--- src/rtl/cpu_oci_trace_pkg.sv ---
// Shared types and constants for the CPU OCI DCT trace packer.
// DCT_TIMESTAMP_EN widens the frame with a leading cycle timestamp.
package cpu_oci_trace_pkg;

  localparam int DEF_DCT_ENTRIES = 15;
  localparam int DEF_CODE_W      = 2;
  localparam int DEF_TS_W        = 16;

  localparam int DCT_BUF_W = DEF_DCT_ENTRIES * DEF_CODE_W;
  localparam int DCT_CNT_W = $clog2(DEF_DCT_ENTRIES + 1);

  localparam logic [1:0] FRAME_TYPE_DCT = 2'b10;

  typedef enum logic [1:0] {
    DCT_NOT_TAKEN = 2'b00,
    DCT_TAKEN     = 2'b01,
    DCT_CALL      = 2'b10,
    DCT_RETURN    = 2'b11
  } dct_code_e;

  typedef enum logic {
    SLOT_EMPTY = 1'b0,
    SLOT_FULL  = 1'b1
  } slot_state_e;

  typedef struct packed {
`ifdef DCT_TIMESTAMP_EN
    logic [DEF_TS_W-1:0]  ts;
`endif
    logic [1:0]           ftype;
    logic [DCT_CNT_W-1:0] count;
    logic [DCT_BUF_W-1:0] buffer;
  } dct_frame_t;

  localparam int FRAME_W = $bits(dct_frame_t);

endpackage

--- src/rtl/cpu_oci_dct_packer_if.sv ---
// Frame handshake between the DCT packer (master) and the trace-memory writer (slave).
// Frame width grows when DCT_TIMESTAMP_EN is defined.
interface cpu_oci_dct_packer_if #(
  parameter int FRAME_DW = cpu_oci_trace_pkg::FRAME_W
);
  logic                frame_valid;
  logic [FRAME_DW-1:0] frame_data;
  logic                frame_ready;

  modport master (output frame_valid, output frame_data, input frame_ready);
  modport slave  (input frame_valid, input frame_data, output frame_ready);
endinterface

--- src/rtl/cpu_oci_frame_slot.sv ---
// Single-entry valid/ready output register; a load while full with no
// transfer in the same cycle is dropped and reported on o_drop.
module cpu_oci_frame_slot
  import cpu_oci_trace_pkg::*;
#(
  parameter int W = FRAME_W
) (
  input  logic         clk,
  input  logic         reset,
  input  logic         i_load,
  input  logic [W-1:0] i_data,
  input  logic         i_ready,
  output logic         o_valid,
  output logic [W-1:0] o_data,
  output logic         o_drop
);

  slot_state_e r_state;
  slot_state_e w_next;
  logic        w_take;
  logic [W-1:0] r_data;

  always_ff @(posedge clk) begin
    if (reset) r_state <= SLOT_EMPTY;
    else       r_state <= w_next;
  end

  // Data clears on reset so the frame bus reads zero until the first load.
  always_ff @(posedge clk) begin
    if (reset)       r_data <= '0;
    else if (w_take) r_data <= i_data;
  end

  always_comb begin
    w_next = r_state;
    w_take = 1'b0;
    o_drop = 1'b0;
    case (r_state)
      SLOT_EMPTY: begin
        if (i_load) begin
          w_next = SLOT_FULL;
          w_take = 1'b1;
        end
      end
      SLOT_FULL: begin
        if (i_load) begin
          if (i_ready) w_take = 1'b1;
          else         o_drop = 1'b1;
        end else if (i_ready) begin
          w_next = SLOT_EMPTY;
        end
      end
      default: w_next = SLOT_EMPTY;
    endcase
  end

  assign o_valid = (r_state == SLOT_FULL);
  assign o_data  = r_data;

endmodule

--- src/rtl/cpu_oci_dct_packer.sv ---
// Packs 2-bit DCT codes into a 30-bit shift buffer and emits closed frames.
// Optional macro DCT_TIMESTAMP_EN prefixes each frame with a free-running cycle count.
module cpu_oci_dct_packer
  import cpu_oci_trace_pkg::*;
#(
  parameter int DCT_ENTRIES = DEF_DCT_ENTRIES,
  parameter int CODE_W      = DEF_CODE_W
`ifdef DCT_TIMESTAMP_EN
  , parameter int TS_W      = DEF_TS_W
`endif
) (
  input  logic                                 clk,
  input  logic                                 reset,
  input  logic                                 trace_en,
  input  logic                                 dct_valid,
  input  logic [CODE_W-1:0]                    dct_code,
  input  logic                                 flush_req,
  output logic [DCT_ENTRIES*CODE_W-1:0]        dct_buffer,
  output logic [$clog2(DCT_ENTRIES+1)-1:0]     dct_count,
  cpu_oci_dct_packer_if.master                 frame_if,
  output logic                                 overflow
);

  localparam int BUF_W = DCT_ENTRIES * CODE_W;
  localparam int CNT_W = $clog2(DCT_ENTRIES + 1);
`ifdef DCT_TIMESTAMP_EN
  localparam int FW = TS_W + 2 + CNT_W + BUF_W;
`else
  localparam int FW = 2 + CNT_W + BUF_W;
`endif

  logic [BUF_W-1:0] r_buf;
  logic [CNT_W-1:0] r_cnt;
  logic             r_trace_en_d;
  logic             r_overflow;

  logic             w_insert;
  logic [BUF_W-1:0] w_post_buf;
  logic [CNT_W-1:0] w_post_cnt;
  logic             w_close;
  logic             w_drop;
  logic [FW-1:0]    w_frame;

  // Close is judged on the post-insert view so the inserting code lands in the frame.
  always_comb begin
    w_insert   = trace_en && dct_valid;
    w_post_buf = r_buf;
    w_post_cnt = r_cnt;
    if (w_insert) begin
      w_post_buf = {r_buf[BUF_W-CODE_W-1:0], dct_code};
      w_post_cnt = r_cnt + CNT_W'(1);
    end
    w_close = trace_en &&
              ((w_post_cnt == CNT_W'(DCT_ENTRIES)) || (flush_req && (w_post_cnt != '0)));
  end

  // A disabled trace discards any partial frame rather than emitting it.
  always_ff @(posedge clk) begin
    if (reset || !trace_en || w_close) begin
      r_buf <= '0;
      r_cnt <= '0;
    end else begin
      r_buf <= w_post_buf;
      r_cnt <= w_post_cnt;
    end
  end

`ifdef DCT_TIMESTAMP_EN
  logic [TS_W-1:0] r_ts;

  always_ff @(posedge clk) begin
    if (reset) r_ts <= '0;
    else       r_ts <= r_ts + TS_W'(1);
  end

  assign w_frame = {r_ts, FRAME_TYPE_DCT, w_post_cnt, w_post_buf};
`else
  assign w_frame = {FRAME_TYPE_DCT, w_post_cnt, w_post_buf};
`endif

  cpu_oci_frame_slot #(
    .W (FW)
  ) u_slot (
    .clk     (clk),
    .reset   (reset),
    .i_load  (w_close),
    .i_data  (w_frame),
    .i_ready (frame_if.frame_ready),
    .o_valid (frame_if.frame_valid),
    .o_data  (frame_if.frame_data),
    .o_drop  (w_drop)
  );

  // A drop in the re-enable cycle itself still leaves overflow set.
  always_ff @(posedge clk) begin
    if (reset) begin
      r_trace_en_d <= 1'b0;
      r_overflow   <= 1'b0;
    end else begin
      r_trace_en_d <= trace_en;
      if (w_drop)                         r_overflow <= 1'b1;
      else if (trace_en && !r_trace_en_d) r_overflow <= 1'b0;
    end
  end

  assign dct_buffer = r_buf;
  assign dct_count  = r_cnt;
  assign overflow   = r_overflow;

endmodule

--- src/flat_wrapper.sv ---
// flat-port wrapper written by rule: the top's interface ports become plain ports
module cpu_oci_dct_packer_flat import cpu_oci_trace_pkg::*;
#(
  parameter int DCT_ENTRIES = DEF_DCT_ENTRIES,
  parameter int CODE_W      = DEF_CODE_W

)
  (clk, reset, trace_en, dct_valid, dct_code, flush_req, dct_buffer, dct_count, overflow, frame_if_frame_valid, frame_if_frame_data, frame_if_frame_ready);
  cpu_oci_dct_packer_if frame_if_i ();
  input  logic clk;
  input  logic reset;
  input  logic trace_en;
  input  logic dct_valid;
  input  logic [CODE_W-1:0] dct_code;
  input  logic flush_req;
  output logic [DCT_ENTRIES*CODE_W-1:0] dct_buffer;
  output logic [$clog2(DCT_ENTRIES+1)-1:0] dct_count;
  output logic overflow;
  output wire logic [$bits(frame_if_i.frame_valid)-1:0] frame_if_frame_valid;
  output wire logic [$bits(frame_if_i.frame_data)-1:0] frame_if_frame_data;
  input wire logic [$bits(frame_if_i.frame_ready)-1:0] frame_if_frame_ready;
  assign frame_if_frame_valid = frame_if_i.frame_valid;
  assign frame_if_frame_data = frame_if_i.frame_data;
  assign frame_if_i.frame_ready = frame_if_frame_ready;
  cpu_oci_dct_packer #(.DCT_ENTRIES(DCT_ENTRIES), .CODE_W(CODE_W)) u_core (.clk(clk), .reset(reset), .trace_en(trace_en), .dct_valid(dct_valid), .dct_code(dct_code), .flush_req(flush_req), .dct_buffer(dct_buffer), .dct_count(dct_count), .frame_if(frame_if_i), .overflow(overflow));
endmodule
--- config.mk ---
export PLATFORM = sky130hd
export DESIGN_NAME = cpu_oci_dct_packer_flat
export DESIGN_NICKNAME = d
export VERILOG_FILES = /design/src/rtl/cpu_oci_trace_pkg.sv /design/src/rtl/cpu_oci_dct_packer_if.sv /design/src/rtl/cpu_oci_frame_slot.sv /design/src/rtl/cpu_oci_dct_packer.sv /design/src/flat_wrapper.sv
export SDC_FILE = /design/constraint.sdc
export NUM_CORES = 1
export LEC_CHECK = 0
export BUFFER_PORTS_ARGS = -buffer_cell sky130_fd_sc_hd__buf_2
export CAP_MARGIN = 20
export CORE_UTILIZATION = 45
export DETAILED_ROUTE_END_ITERATION = 10
export PLACE_DENSITY = 0.72
export SLEW_MARGIN = 40
export SYNTH_ARGS = -nofsm -noshare
export SYNTH_HDL_FRONTEND = slang
export SYNTH_HIERARCHICAL = 1
export SYNTH_SLANG_ARGS = --single-unit
--- constraint.sdc ---
create_clock -name clk -period 5.3 [get_ports clk]
set_input_delay 0.795 -clock clk [delete_from_list [all_inputs] [get_ports clk]]
set_output_delay 0.795 -clock clk [all_outputs]
set_load 0.1 [all_outputs]
== Word-level counts from Yosys, hierarchy flattened ==
Cells that the tools add are included.

* Output and inout port bits: 72
* Flip-flop bits (word level): 72
* Input bits: 8

* Equality and inequality tests: 1
* Bitwise logic cells: 1
* Muxes and demuxes: 13
* Reductions and logical operators: 11
* Add/subtract/negate cells: 1

{| class="wikitable"
|+ Operators by type and width
! cell !! number
|-
| 30-bit 2-to-1 mux || 1
|-
| 1-bit 2-to-1 mux || 9
|-
| 4-bit by 1-bit adder with 4-bit output (second input constant) || 1
|-
| 4-bit equality test (second input constant) || 1
|-
| 1-bit logical AND || 4
|-
| 4-bit 2-to-1 mux || 1
|-
| 1-bit one-hot mux with 2 select lines || 2
|-
| 4-bit nonzero test || 1
|-
| 1-bit logical OR || 3
|-
| 1-bit logical NOT || 2
|-
| 2-bit nonzero test || 1
|-
| 1-bit NOT || 1
|}

== Logic depth before layout (Yosys ltp) ==
Gate-level depths: netlist (run 1).

* Depth in word-level cells: 9
* Depth in mapped cells: 9
* Mapped depth without buffers: 8

== By module ==
Netlist (run 1), hierarchy kept.

{| class="wikitable"
|+ Modules (own cells, without submodules)
! module !! cells an instance !! instances !! area each (µm²) !! sequential area each (µm²)
|-
| cpu_oci_dct_packer || 145 || 1 || 1800.5 || 720.7
|-
| cpu_oci_frame_slot || 162 || 1 || 1691.6 || 740.7
|}

== Worst setup path after synthesis (run 1) ==
Ideal clock, no wire load.

* Path kind: register -> register
* From: register u_core.r_cnt[0] (netlist: u_core/dct_count[0])
* To: register u_core.u_slot.r_data[0] (netlist: u_core/u_slot/o_data[0])
* Stages on the path, launching flop included: 10
* Required time: 5.179 ns
* Setup slack: 2.507 ns
* Arrival: 2.672 ns
* Cells stage by stage: dfxtp_1 ha_1 and4b_1 a31oi_2 nor3_1 o21a_1 nor2b_2 buf_6 buf_12 mux2i_1

* Longest elaborated chain between the ends: 8
* Elaborated cells on any way between the ends: 10
* Those cells by class: add/sub (1); eq/ne (1); mux (4); reduce/logical (4)

{| class="wikitable"
|+ RTL lines
! item !! RTL line !! source
|-
| start: declaration || cpu_oci_dct_packer.sv:33 || <nowiki>logic [CNT_W-1:0] r_cnt;</nowiki>
|-
| start signal: assignment || cpu_oci_dct_packer.sv:64 || <nowiki>r_cnt <= w_post_cnt;</nowiki>
|-
| 4-bit by 1-bit adder with 4-bit output || cpu_oci_dct_packer.sv:51 || <nowiki>w_post_cnt = r_cnt + CNT_W'(1);</nowiki>
|-
| 4-bit 2-to-1 mux * || cpu_oci_dct_packer.sv:49 || <nowiki>if (w_insert) begin</nowiki>
|-
| 4-bit nonzero test || cpu_oci_dct_packer.sv:54 || <nowiki>((w_post_cnt == CNT_W'(DCT_ENTRIES)) || (flush_req && (w_post_cnt != '0)));</nowiki>
|-
| 1-bit logical AND || cpu_oci_dct_packer.sv:54 ||
|-
| 1-bit logical OR * || cpu_oci_dct_packer.sv:54 ||
|-
| 1-bit logical AND * || cpu_oci_dct_packer.sv:53 || <nowiki>w_close = trace_en &&</nowiki>
|-
| net u_core.w_close || cpu_oci_dct_packer.sv:40 || <nowiki>logic w_close;</nowiki>
|-
| 1-bit 2-to-1 mux (on tied branches) || cpu_oci_frame_slot.sv:46, cpu_oci_frame_slot.sv:40 ||
|-
| 1-bit one-hot mux with 2 select lines * || cpu_oci_frame_slot.sv:38 || <nowiki>case (r_state)</nowiki>
|-
| end signal: assignment || cpu_oci_frame_slot.sv:31 || <nowiki>else if (w_take) r_data <= i_data;</nowiki>
|-
| end: declaration || cpu_oci_frame_slot.sv:21 || <nowiki>logic [W-1:0] r_data;</nowiki>
|}

Mark *: on every way through the listed nets, which the timed path passes. The rest lies on a longest branch.
A chain may end at the register's enable or synchronous reset.

== Worst setup path after layout (run 1) ==
* From: register u_core.r_cnt[0] (netlist: u_core/dct_count[0])
* To: register u_core.u_slot.r_data[9] (netlist: u_core/u_slot/o_data[9])

Same word-level chain as after synthesis.

==> impl_metrics.yaml, run 1 <==
clock_network:
  cts_root_buf: "clkbuf_8"
  post_cts_buffers: 0
  cts_max_level: 3
  postCtsHoldBufs: 0
  clk_latency_ns: 0.34
  cts_buffer_depth: 2
  cts.repair.resized: 0
  cts_buffers: 9
  clkSinkCount: 73
  cts_tree: "done"
  clk_pin_slew_ns: 0.08
setup_path:
  cp_slowest_cell: "nor2b_4"
  r2r_slack_ns: 2.45
  r2r_start: "u_core/dct_count[0]$_SDFF_PP0_"
  crit_chain: "ha_1 > and4b_1 > o32a_2 > a31oi_1 > o21a_1 > nor2b_4 > buf_4 > mux2i_1"
  cp.required_ns: 5.57
  critPathMaxStageDelay_ns: 0.56
  worstPathArrival_ns: 3.11
  worstSetupStartpointType: "flip-flop"
  path_delay_family: "simple AND/OR/NAND/NOR gates"
  timing.rr.end: "u_core/u_slot/o_data[9]$_SDFFE_PP0P_"
  rr_worst_depth: 8
  cp_num_buf_inv: 1
  end_kind: "flip-flop"
  worstPathMaxFanout: 20
  crit_type: "flip-flop to flip-flop"
routing:
  drt_wl_total_um: 6780
  drt-pass1-iter-count: 4
  drcViolationCount: 0
  viasPerCell: 4.86
  num_vias: 2341
  ant_nets: 0
  routedWlPerCell_um: 14.1
  drt_iter0_markers: 85
finish:
  seq_area_um2: 1460
  multi_input_area_um2: 1810
  layout_commonest_cell: "buf_2"
  mostFrequentLayoutCells: "buf_2 (78), nand2b_1 (73), dfxtp_1 (73)"
  fillers: 694
  n_antenna_cell: 0
  nNetsFinal: 387
  synthToLayoutAreaGrowth_pct: 16.2
  final_cell_count_no_fill: 482
  drive_above_1_share: 0.413
synth:
  synthTopCellsByArea: "dfxtp_1 (42%), nand2b_1 (13%), mux2i_1 (10%)"
  yosysTopAreaCellShare: 0.418
  ys_ff_latch: 73
  synthCells: 307
  seq_area_frac_synth: 0.418
  synth_area_per_cell_um2: 11.4
  syn-cell-area_um2: 3490
  synth_top_cell_by_area: "dfxtp_1"
  post_synth_num_cell_types: 38
  ys_warn_count: 6
  syn-num-nets: 316
floorplan:
  die_h_um: 90.1
  row_count: 31
  initial_utilization: 0.474
  die_w_um: 90.1
  die-area_um2: 8120
  core_area_um2: 7370
  ios: 80
pwr:
  total_power_uw: 1110
  vdd_ir_drop_max_uv: 114
  power_density_nw_per_um2: 273
  p_leak_uw: 0.00167
status:
  status: "finished clean"
grt:
  use_met1: 0.230
  grt_pass1_wl_um: 11300
  grt_pass1_vias: 2281
  met2_usage: 0.267
  grt_overflow: 0
  grt_max_degree: 76
  grtUsageMet3: 0.0406
  top_usage_layer: "met2"
  antenna_found_initial: 0
  grt_util_all_layers: 0.173
placed_design:
  gp_congestion: 0.810
  portBuffers: 79
  place_hpwl_um: 4520
  dp_cells: 466
hold_path:
  hold_path_class: "flip-flop to flip-flop"
  min_path_cells: 2
  hold_end: "u_core/u_slot/o_data[8]$_SDFFE_PP0P_"
  hp-start: "u_core/u_slot/o_data[8]$_SDFFE_PP0P_"
sta:
  relSlewSlack: 0.574
  min_period_over_period: 0.537
  setup_viol: 0
  clock.fmax_mhz: 351
  slew_viol_final: 0
  hold_viol: 0
  worst_pin_slew_ns: 0.638
  min_period_ns: 2.85
  fin_skew_ns: 0.00772
  rsz0062_at_grt: "no"
  fin_tns_setup_ns: 0
flow_run:
  maxCapViolations: 0
-- layer usage --
layer  share of wire  routed length, um  vias to the layer above
li1                -                  -                     1176
met1            0.49               3320                     1089
met2            0.45               3020                       62
met3           0.043                295                       14
met4           0.022                150                        0
met5               0                  0                        -
-- final cells by class --
class | instances | area share
inverters | 4 | 0.00370
well taps | 99 | 0.0305
clock buffers | 9 | 0.0305
multi-input cells | 208 | 0.446
clock inverters | 7 | 0.0253
repair buffers | 82 | 0.104
flip-flops and latches | 73 | 0.360
-- worst max-delay path by stage --
stage / start / cells after the start / end / slack [ns]
after floorplan: u_core/dct_count[0]$_SDFF_PP0_ / 9 / u_core/u_slot/o_data[0]$_SDFFE_PP0P_ / 2.51
after global placement: trace_en / 8 / u_core/u_slot/o_data[9]$_SDFFE_PP0P_ / 2.17
after detailed placement: trace_en / 8 / u_core/u_slot/o_data[9]$_SDFFE_PP0P_ / 2.10
after CTS: u_core/dct_count[0]$_SDFF_PP0_ / 8 / u_core/u_slot/o_data[9]$_SDFFE_PP0P_ / 2.40
after global routing: u_core/dct_count[0]$_SDFF_PP0_ / 8 / u_core/u_slot/o_data[0]$_SDFFE_PP0P_ / 2.23
final: u_core/dct_count[0]$_SDFF_PP0_ / 8 / u_core/u_slot/o_data[9]$_SDFFE_PP0P_ / 2.45
-- flip-flops by register name, summed over array words and instances (netlist names) --
name / flops
u_core/overflow: 1
u_core/u_slot/o_data: 36
u_core/r_trace_en_d: 1
u_core/u_slot/o_valid: 1
u_core/dct_count: 4
u_core/dct_buffer: 30
-- Yosys cell counts (all sizes together) --
master  instances
nor2            5
a31oi           2
xnor2           4
nor3            1
a21oi           1
dfxtp          73
nand2b         73
and4b           2
o21a            1
nand4           2
conb            2
nand2           2
clkbuf          7
buf            15
o21ai           2
nor2b           6
and2            3
nand3           1
inv             4
ha              1
a211oi          1
a21boi         30
mux2           31
mux2i          36
o31ai           1
o32a            1
-- worst reg2reg max path: stages (launching register included) --
cell and delay, ns:
dfxtp_1 0.40, ha_1 0.36, and4b_1 0.20, o32a_2 0.20, a31oi_1 0.17, o21a_1 0.16, nor2b_4 0.56, buf_4 0.47
mux2i_1 0.24
-- metrics by stage --
stage	setup WS, ns	hold slack [ns]	area [um^2]	util
2_1_floorplan	2.51	0.511	3490	-
3_3_place_gp	2.17	0.455	3830	0.520
3_5_place_dp	2.10	0.462	3830	0.520
4_1_cts	2.40	0.474	4060	0.551
5_1_grt	2.23	0.495	4060	0.551
6_report	2.45	0.471	4060	0.551
-- where the power goes --
group | internal (uW) | leakage (uW) | switching (uW)
Combinational | 24.8 | 0.000969 | 46.4
Sequential | 550 | 0.000588 | 1.36
Clock | 270 | 0.000110 | 217
Total | 844 | 0.00167 | 265
-- cells by family (layout without fill, tap and decap cells) --
| family | Yosys count | after routing | synth area share |
|---|---|---|---|
| buf+inv | 26 | 102 | 0.0641 |
| mux | 67 | 67 | 0.203 |
| flops | 73 | 73 | 0.418 |
| fa+ha+maj | 1 | 1 | 0.00358 |
| other cells | 2 | 2 | 0.00215 |
| xor+xnor | 4 | 4 | 0.0122 |
| compound gates | 39 | 39 | 0.120 |
| simple gates | 95 | 95 | 0.176 |
(Power assumes the default switching activity.)
==> run 2: changes to the inputs <==
--- a/config.mk
+++ b/config.mk
@@ -5,11 +5,12 @@
 export SDC_FILE = /design/constraint.sdc
 export NUM_CORES = 1
 export LEC_CHECK = 0
+export ABC_AREA = 1
 export BUFFER_PORTS_ARGS = -buffer_cell sky130_fd_sc_hd__buf_2
 export CAP_MARGIN = 20
 export CORE_UTILIZATION = 45
 export DETAILED_ROUTE_END_ITERATION = 10
-export PLACE_DENSITY = 0.72
+export PLACE_DENSITY = 0.76
 export SLEW_MARGIN = 40
 export SYNTH_ARGS = -nofsm -noshare
 export SYNTH_HDL_FRONTEND = slang
==> constraint.sdc (replaced) <==
create_clock -name clk -period 2.55 [get_ports clk]
set_input_delay 0.3825 -clock clk [delete_from_list [all_inputs] [get_ports clk]]
set_output_delay 0.3825 -clock clk [all_outputs]
set_load 0.1 [all_outputs]
==> run 2 against run 1 <==
Effect of this change:
- die area fell by 6.9%
- via count is 23% higher
- total power rose to 2.5 times the previous value
- sequential power up 120%
- highest routed layer unchanged
- global-route usage grew 2.3 points
- synthesized cell count rose by 48%
- worst setup slack worse by 2.0 ns
- register-to-register slack worse by 2.0 ns
- clock skew is 0.0012 ns higher
- hold slack got worse by 0.20 ns
- fmax rose by 35%
==> impl_metrics.yaml, run 2 <==
status:
  status: "finished clean"
floorplan:
  ios: 80
  die_w_um: 86.9
  initial_utilization: 0.472
  row_count: 30
  core_area_um2: 6870
  die-area_um2: 7560
  die_h_um: 86.9
flow_run:
  maxCapViolations: 0
synth:
  synth_area_per_cell_um2: 7.13
  syn-num-nets: 464
  synth_ff_type: "dfxtp_1"
  async_flop_share: 0
  synth_most_common_cell: "inv_1"
  synth-edff-count: 0
  seq_area_frac_synth: 0.450
  post_synth_num_cell_types: 21
  syn-cell-area_um2: 3250
  yosysTopAreaCellShare: 0.450
  synthTopCellsByCount: "inv_1 (81), dfxtp_1 (73), nor2_1 (73), nand2_1 (51), a21oi_1 (39)"
  synthTopCellsByArea: "dfxtp_1 (45%), inv_1 (9.4%), nor2_1 (8.4%)"
  synthCells: 455
  synth_top_cell_by_area: "dfxtp_1"
  ys_ff_latch: 73
  ys_warn_count: 6
clock_network:
  cts_root_buf: "clkbuf_8"
  cts_buffer_depth: 2
  cts_max_level: 3
  clk_pin_slew_ns: 0.07
  clk_latency_ns: 0.34
  cts.repair.resized: 0
  post_cts_buffers: 0
  cts_buffers: 9
  postCtsHoldBufs: 0
  cts_tree: "done"
  clkSinkCount: 73
grt:
  antenna_found_initial: 0
  grt_util_all_layers: 0.197
  use_met1: 0.246
  grt_overflow: 0
  grt_max_degree: 74
  grt_pass1_vias: 2584
  grt_pass1_wl_um: 11600
  met2_usage: 0.330
  grtUsageMet3: 0.0408
  top_usage_layer: "met2"
sta:
  hold_viol: 0
  fin_tns_setup_ns: 0
  fin_skew_ns: 0.00897
  slew_viol_final: 0
  rsz0062_at_grt: "no"
  worst_pin_slew_ns: 0.663
  setup_viol: 0
  min_period_over_period: 0.824
  setup_ws_ns: 0.448
  relSlewSlack: 0.556
  clock.fmax_mhz: 476
  min_period_ns: 2.10
placed_design:
  dp_cells: 607
  place_worst_setup_slack_ns: 0.446
  gp_congestion: 0.825
  place_hpwl_um: 4640
  portBuffers: 79
  dpl_cell_area_um2: 3640
setup_path:
  cp.required_ns: 2.82
  crit_type: "flip-flop to flip-flop"
  worstPathArrival_ns: 2.37
  end_kind: "flip-flop"
  worstSetupStartpointType: "flip-flop"
  worstPathMaxFanout: 73
routing:
  ant_nets: 0
  routedWlPerCell_um: 11.3
  num_vias: 2881
  drt_wl_total_um: 7060
  drt_iter0_markers: 115
  viasPerCell: 4.62
  drt-pass1-iter-count: 4
  drcViolationCount: 0
finish:
  layout_commonest_cell: "inv_1"
  n_antenna_cell: 0
  final_cell_count_no_fill: 623
  drive_above_1_share: 0.262
  mostFrequentLayoutCells: "inv_1 (81), buf_2 (79), nor2_1 (73), dfxtp_1 (73), nand2_1 (50)"
  utilization: 0.560
  final_area_um2: 3850
  nNetsFinal: 531
  largest_reg_flops: 36
  synthToLayoutAreaGrowth_pct: 18.5
pwr:
  p_leak_uw: 0.00210
  vdd_ir_drop_max_uv: 304
  power_density_nw_per_um2: 729
hold_path:
  hold_path_class: "input pin to flip-flop"
## run 2: changes by cell type in the layout (fill, tap and decap cells not counted), sizes merged, moves of 4 or more
cell,before,now
inv,6,82
nand2b,73,0
nor2,5,73
nand2,2,53
a21oi,1,39
nand3,1,39
mux2i,36,0
mux2,31,0
a21boi,30,0
o21ai,2,32
or2,0,30
nor2b,6,0
xnor2,4,0
## run 2: logic make-up (layout without fill, tap and decap cells)
group / Yosys count / count (layout) / share of synthesized area
DFF: 73 / 73 / 0.450
and+or+nand+nor: 196 / 196 / 0.271
adders and majority gates: 1 / 1 / 0.00385
buffers and inverters: 111 / 183 / 0.157
AOI/OAI and AO/OA: 71 / 71 / 0.111
xor gates and xnor gates: 1 / 1 / 0.00501
other: 2 / 2 / 0.00231
## run 2: final timing paths
kind / start / endpoint / slack (ns) / depth (start not counted)
hold / removal: reset / u_core/overflow$_SDFFE_PP0P_ / 0.27 / 2
setup reg to reg: u_core/dct_count[0]$_SDFF_PP0_ / u_core/overflow$_SDFFE_PP0P_ / 0.45 / 14
setup / recovery: u_core/dct_count[0]$_SDFF_PP0_ / u_core/overflow$_SDFFE_PP0P_ / 0.45 / 14
hold reg to reg: u_core/u_slot/o_data[18]$_SDFFE_PP0P_ / u_core/u_slot/o_data[18]$_SDFFE_PP0P_ / 0.47 / 2
## run 2: power breakdown
group          switching, uW  internal (uW)  total [uW]
Sequential              27.9           1190        1220
Combinational            522            131         653
Clock                    427            506         933
## run 2: metal layers
| metal | routed length, um | vias up | share of wire |
|---|---|---|---|
| met2 | 3370 | 63 | 0.48 |
| met5 | 0 | - | 0 |
| met3 | 315 | 6 | 0.045 |
| met1 | 3300 | 1296 | 0.47 |
| met4 | 77 | 0 | 0.011 |
| li1 | - | 1516 | - |
## run 2: area by class of cell
class	instances	area, um^2
Timing Repair Buffer	84	458
Tap cell	96	120
Multi-Input combinational cell	271	1290
Inverter	83	313
Fill cell	679	3020
Clock buffer	12	155
Clock inverter	4	51.3
Sequential cell	73	1460
## run 2: critical path: stages, from the launching register on
cell and delay, ns:
dfxtp_1 0.34, ha_1 0.28, inv_1 0.04, nand3_1 0.06
nand2_1 0.11, nor2_1 0.11, nand2_1 0.06, nand2_1 0.07
nand2_1 0.13, a21oi_4 0.17, buf_12 0.28, inv_1 0.10
nor2_1 0.11, inv_1 0.06, a21oi_1 0.13
## run 2: per-stage QoR
stage | total power [uW] | hold WS (ns)
after global routing | 2920 | 0.269
after floorplan | 1810 | 0.452
after CTS | 2820 | 0.258
after detailed placement | 1900 | 0.464
after global placement | 1890 | 0.456
final | 2800 | 0.273
==> run 3: changes to the inputs <==
==> constraint.sdc (replaced) <==
create_clock -name clk -period 1.8 [get_ports clk]
set_input_delay 0.27 -clock clk [delete_from_list [all_inputs] [get_ports clk]]
set_output_delay 0.27 -clock clk [all_outputs]
set_load 0.1 [all_outputs]
==> run 3 against run 2 <==
Effect of this change:
- register-to-register slack lost 0.59 ns
- fmax rose by 8.4%
- combinational power rose by 68%
- total power increased by 50%
- via count up 11%
- sequential share of layout area is 5.3 points lower
- design area up 17%
- largest cell class unchanged
- the flow now finishes with violations (negative setup slack)
- clock skew fell by 0.0023 ns
- global-route usage grew 2.5 points
- critical endpoint is now u_core/u_slot/o_data[9]$_SDFFE_PP0P_
- critical path type unchanged
==> impl_metrics.yaml, run 3 (synthesis results as in run 2) <==
status:
  status: "complete, but fails checks"
  violations: "negative setup slack"
pwr:
  vdd_ir_drop_max_uv: 407
  seqPwrFrac: 0.409
  p_leak_uw: 0.00238
  p_sw_uw: 1460
  intPower_uw: 2750
  combPwrFrac: 0.261
  sw_frac_of_total: 0.347
  clkPwrFrac: 0.331
  power_density_nw_per_um2: 935
  total_power_uw: 4210
sta:
  min_period_over_period: 1.08
  clock.fmax_mhz: 516
  min_period_ns: 1.94
  fin_skew_ns: 0.00666
  fin_tns_setup_ns: -3.52
  setup_viol: 38
  slew_viol_final: 0
  hold_viol: 0
  setup_ws_ns: -0.139
  rsz0062_at_grt: "yes"
floorplan:
  ios: 80
  die_h_um: 86.9
  core_area_um2: 6870
  initial_utilization: 0.472
  row_count: 30
  die-area_um2: 7560
  die_w_um: 86.9
clock_network:
  clkSinkCount: 73
  postCtsHoldBufs: 0
  cts_root_buf: "clkbuf_8"
  clk_latency_ns: 0.35
  cts_buffer_depth: 2
  cts_buffers: 9
  cts_max_level: 3
  clk_pin_slew_ns: 0.08
  cts_tree: "done"
routing:
  routedWlPerCell_um: 13.4
  viasPerCell: 4.86
  ant_nets: 0
  drt_wl_total_um: 8850
  num_vias: 3195
  drt_iter0_markers: 203
  drcViolationCount: 0
  drt-pass1-iter-count: 5
setup_path:
  crit_type: "flip-flop to flip-flop"
  cp-endpoint: "u_core/u_slot/o_data[9]$_SDFFE_PP0P_"
  cp.required_ns: 2.04
  rr_worst_depth: 11
  worstPathArrival_ns: 2.18
  worstSetupStartpointType: "flip-flop"
  startpoint: "u_core/dct_count[0]$_SDFF_PP0_"
  r2r_start: "u_core/dct_count[0]$_SDFF_PP0_"
  timing.rr.end: "u_core/u_slot/o_data[9]$_SDFFE_PP0P_"
  end_kind: "flip-flop"
  r2r_slack_ns: -0.14
  worstPathMaxFanout: 9
hold_path:
  hold_path_class: "input pin to flip-flop"
placed_design:
  place_hpwl_um: 4890
  portBuffers: 79
  dpl_cell_area_um2: 3820
  gp_congestion: 0.814
grt:
  grt_pass1_vias: 2798
  grt_max_degree: 42
  antenna_found_initial: 0
  grt_util_all_layers: 0.222
  grt_overflow: 0
  grt_pass1_wl_um: 12900
flow_run:
  maxCapViolations: 0
finish:
  largest_reg_flops: 36
  final_area_um2: 4510
  utilization: 0.656
  synthToLayoutAreaGrowth_pct: 38.9
  n_antenna_cell: 0
  mostFrequentLayoutCells: "buf_2 (79), inv_1 (78), nor2_1 (69), dfxtp_1 (69), nand2_1 (41)"
  nNetsFinal: 566
  layout_commonest_cell: "buf_2"
  drive_above_1_share: 0.375
==> run 3: cell types whose count changed in the layout (fill, tap and decap cells not counted), moves of 4 or more <==
| cell | before | now |
|---|---|---|
| buf_4 | 3 | 22 |
| nand3_1 | 38 | 28 |
| a21oi_1 | 38 | 29 |
| a21oi_2 | 0 | 9 |
| nand2_1 | 50 | 41 |
| nand3_2 | 0 | 9 |
| nand2_2 | 3 | 10 |
| buf_12 | 2 | 7 |
| buf_16 | 0 | 4 |
| clkbuf_16 | 0 | 4 |
| dfxtp_1 | 73 | 69 |
| nor2_1 | 73 | 69 |
==> run 3: area by class of cell <==
class	instances	area, um^2
fill	580	2360
sequential	73	1470
multi-input combinational	271	1450
timing repair buffer	119	945
inverter	83	314
clock buffer	11	131
tap	96	120
clock inverter	5	78.8
==> run 3: worst max-delay path, stage by stage, from the launching register on <==
cell     delay [ns]
dfxtp_4        0.36
buf_4          0.12
nand3_2        0.13
nand2_2        0.13
buf_4          0.13
nand2_2        0.05
o21ai_2        0.23
a21oi_4        0.11
buf_4          0.17
buf_12         0.14
a21oi_1        0.21
nor2_2         0.07
==> run 3: how the worst min path moves through the flow <==
stage,startpoint,end,slack [ns],cells after the start
after detailed placement,u_core/u_slot/o_data[26]$_SDFFE_PP0P_,u_core/u_slot/o_data[26]$_SDFFE_PP0P_,0.46,2
after global placement,u_core/overflow$_SDFFE_PP0P_,u_core/overflow$_SDFFE_PP0P_,0.45,2
after global routing,reset,u_core/overflow$_SDFFE_PP0P_,0.14,2
after floorplan,reset,u_core/overflow$_SDFFE_PP0P_,0.34,1
after CTS,reset,u_core/u_slot/o_valid$_SDFF_PP0_,0.11,2
final,reset,u_core/overflow$_SDFFE_PP0P_,0.14,2
==> run 3: stage by stage <==
step                      setup WS [ns]  cells  hold WS, ns
after floorplan                 -0.0995    455        0.339
after global placement          -0.0357    621        0.455
after detailed placement        -0.0857    621        0.460
after CTS                       -0.0955    649        0.114
after global routing             -0.240    658        0.136
final                            -0.139    658        0.140
==> run 3: power by group through the flow <==
stage	Sequential, uW	Combinational (uW)	Clock [uW]
after floorplan	2260	319	0
after global placement	1760	954	0
after detailed placement	1760	964	0
after CTS	1720	1020	1410
after global routing	1730	1160	1480
final	1720	1100	1390
==> run 3: routing by layer <==
layer  vias up  track usage  share of wire
met1      1476        0.280           0.42
met5         -            0              0
met3        11       0.0550          0.061
li1       1589            -              -
met4         0       0.0833          0.013
met2       119        0.367           0.50
==> run 3: repair_timing <==
action                                  CTS  global route
setup buffers                             8             5
endpoints found under the setup margin   36            71
gates resized for setup                   9            38
pin swaps                                12            29
cloned                                    5             5
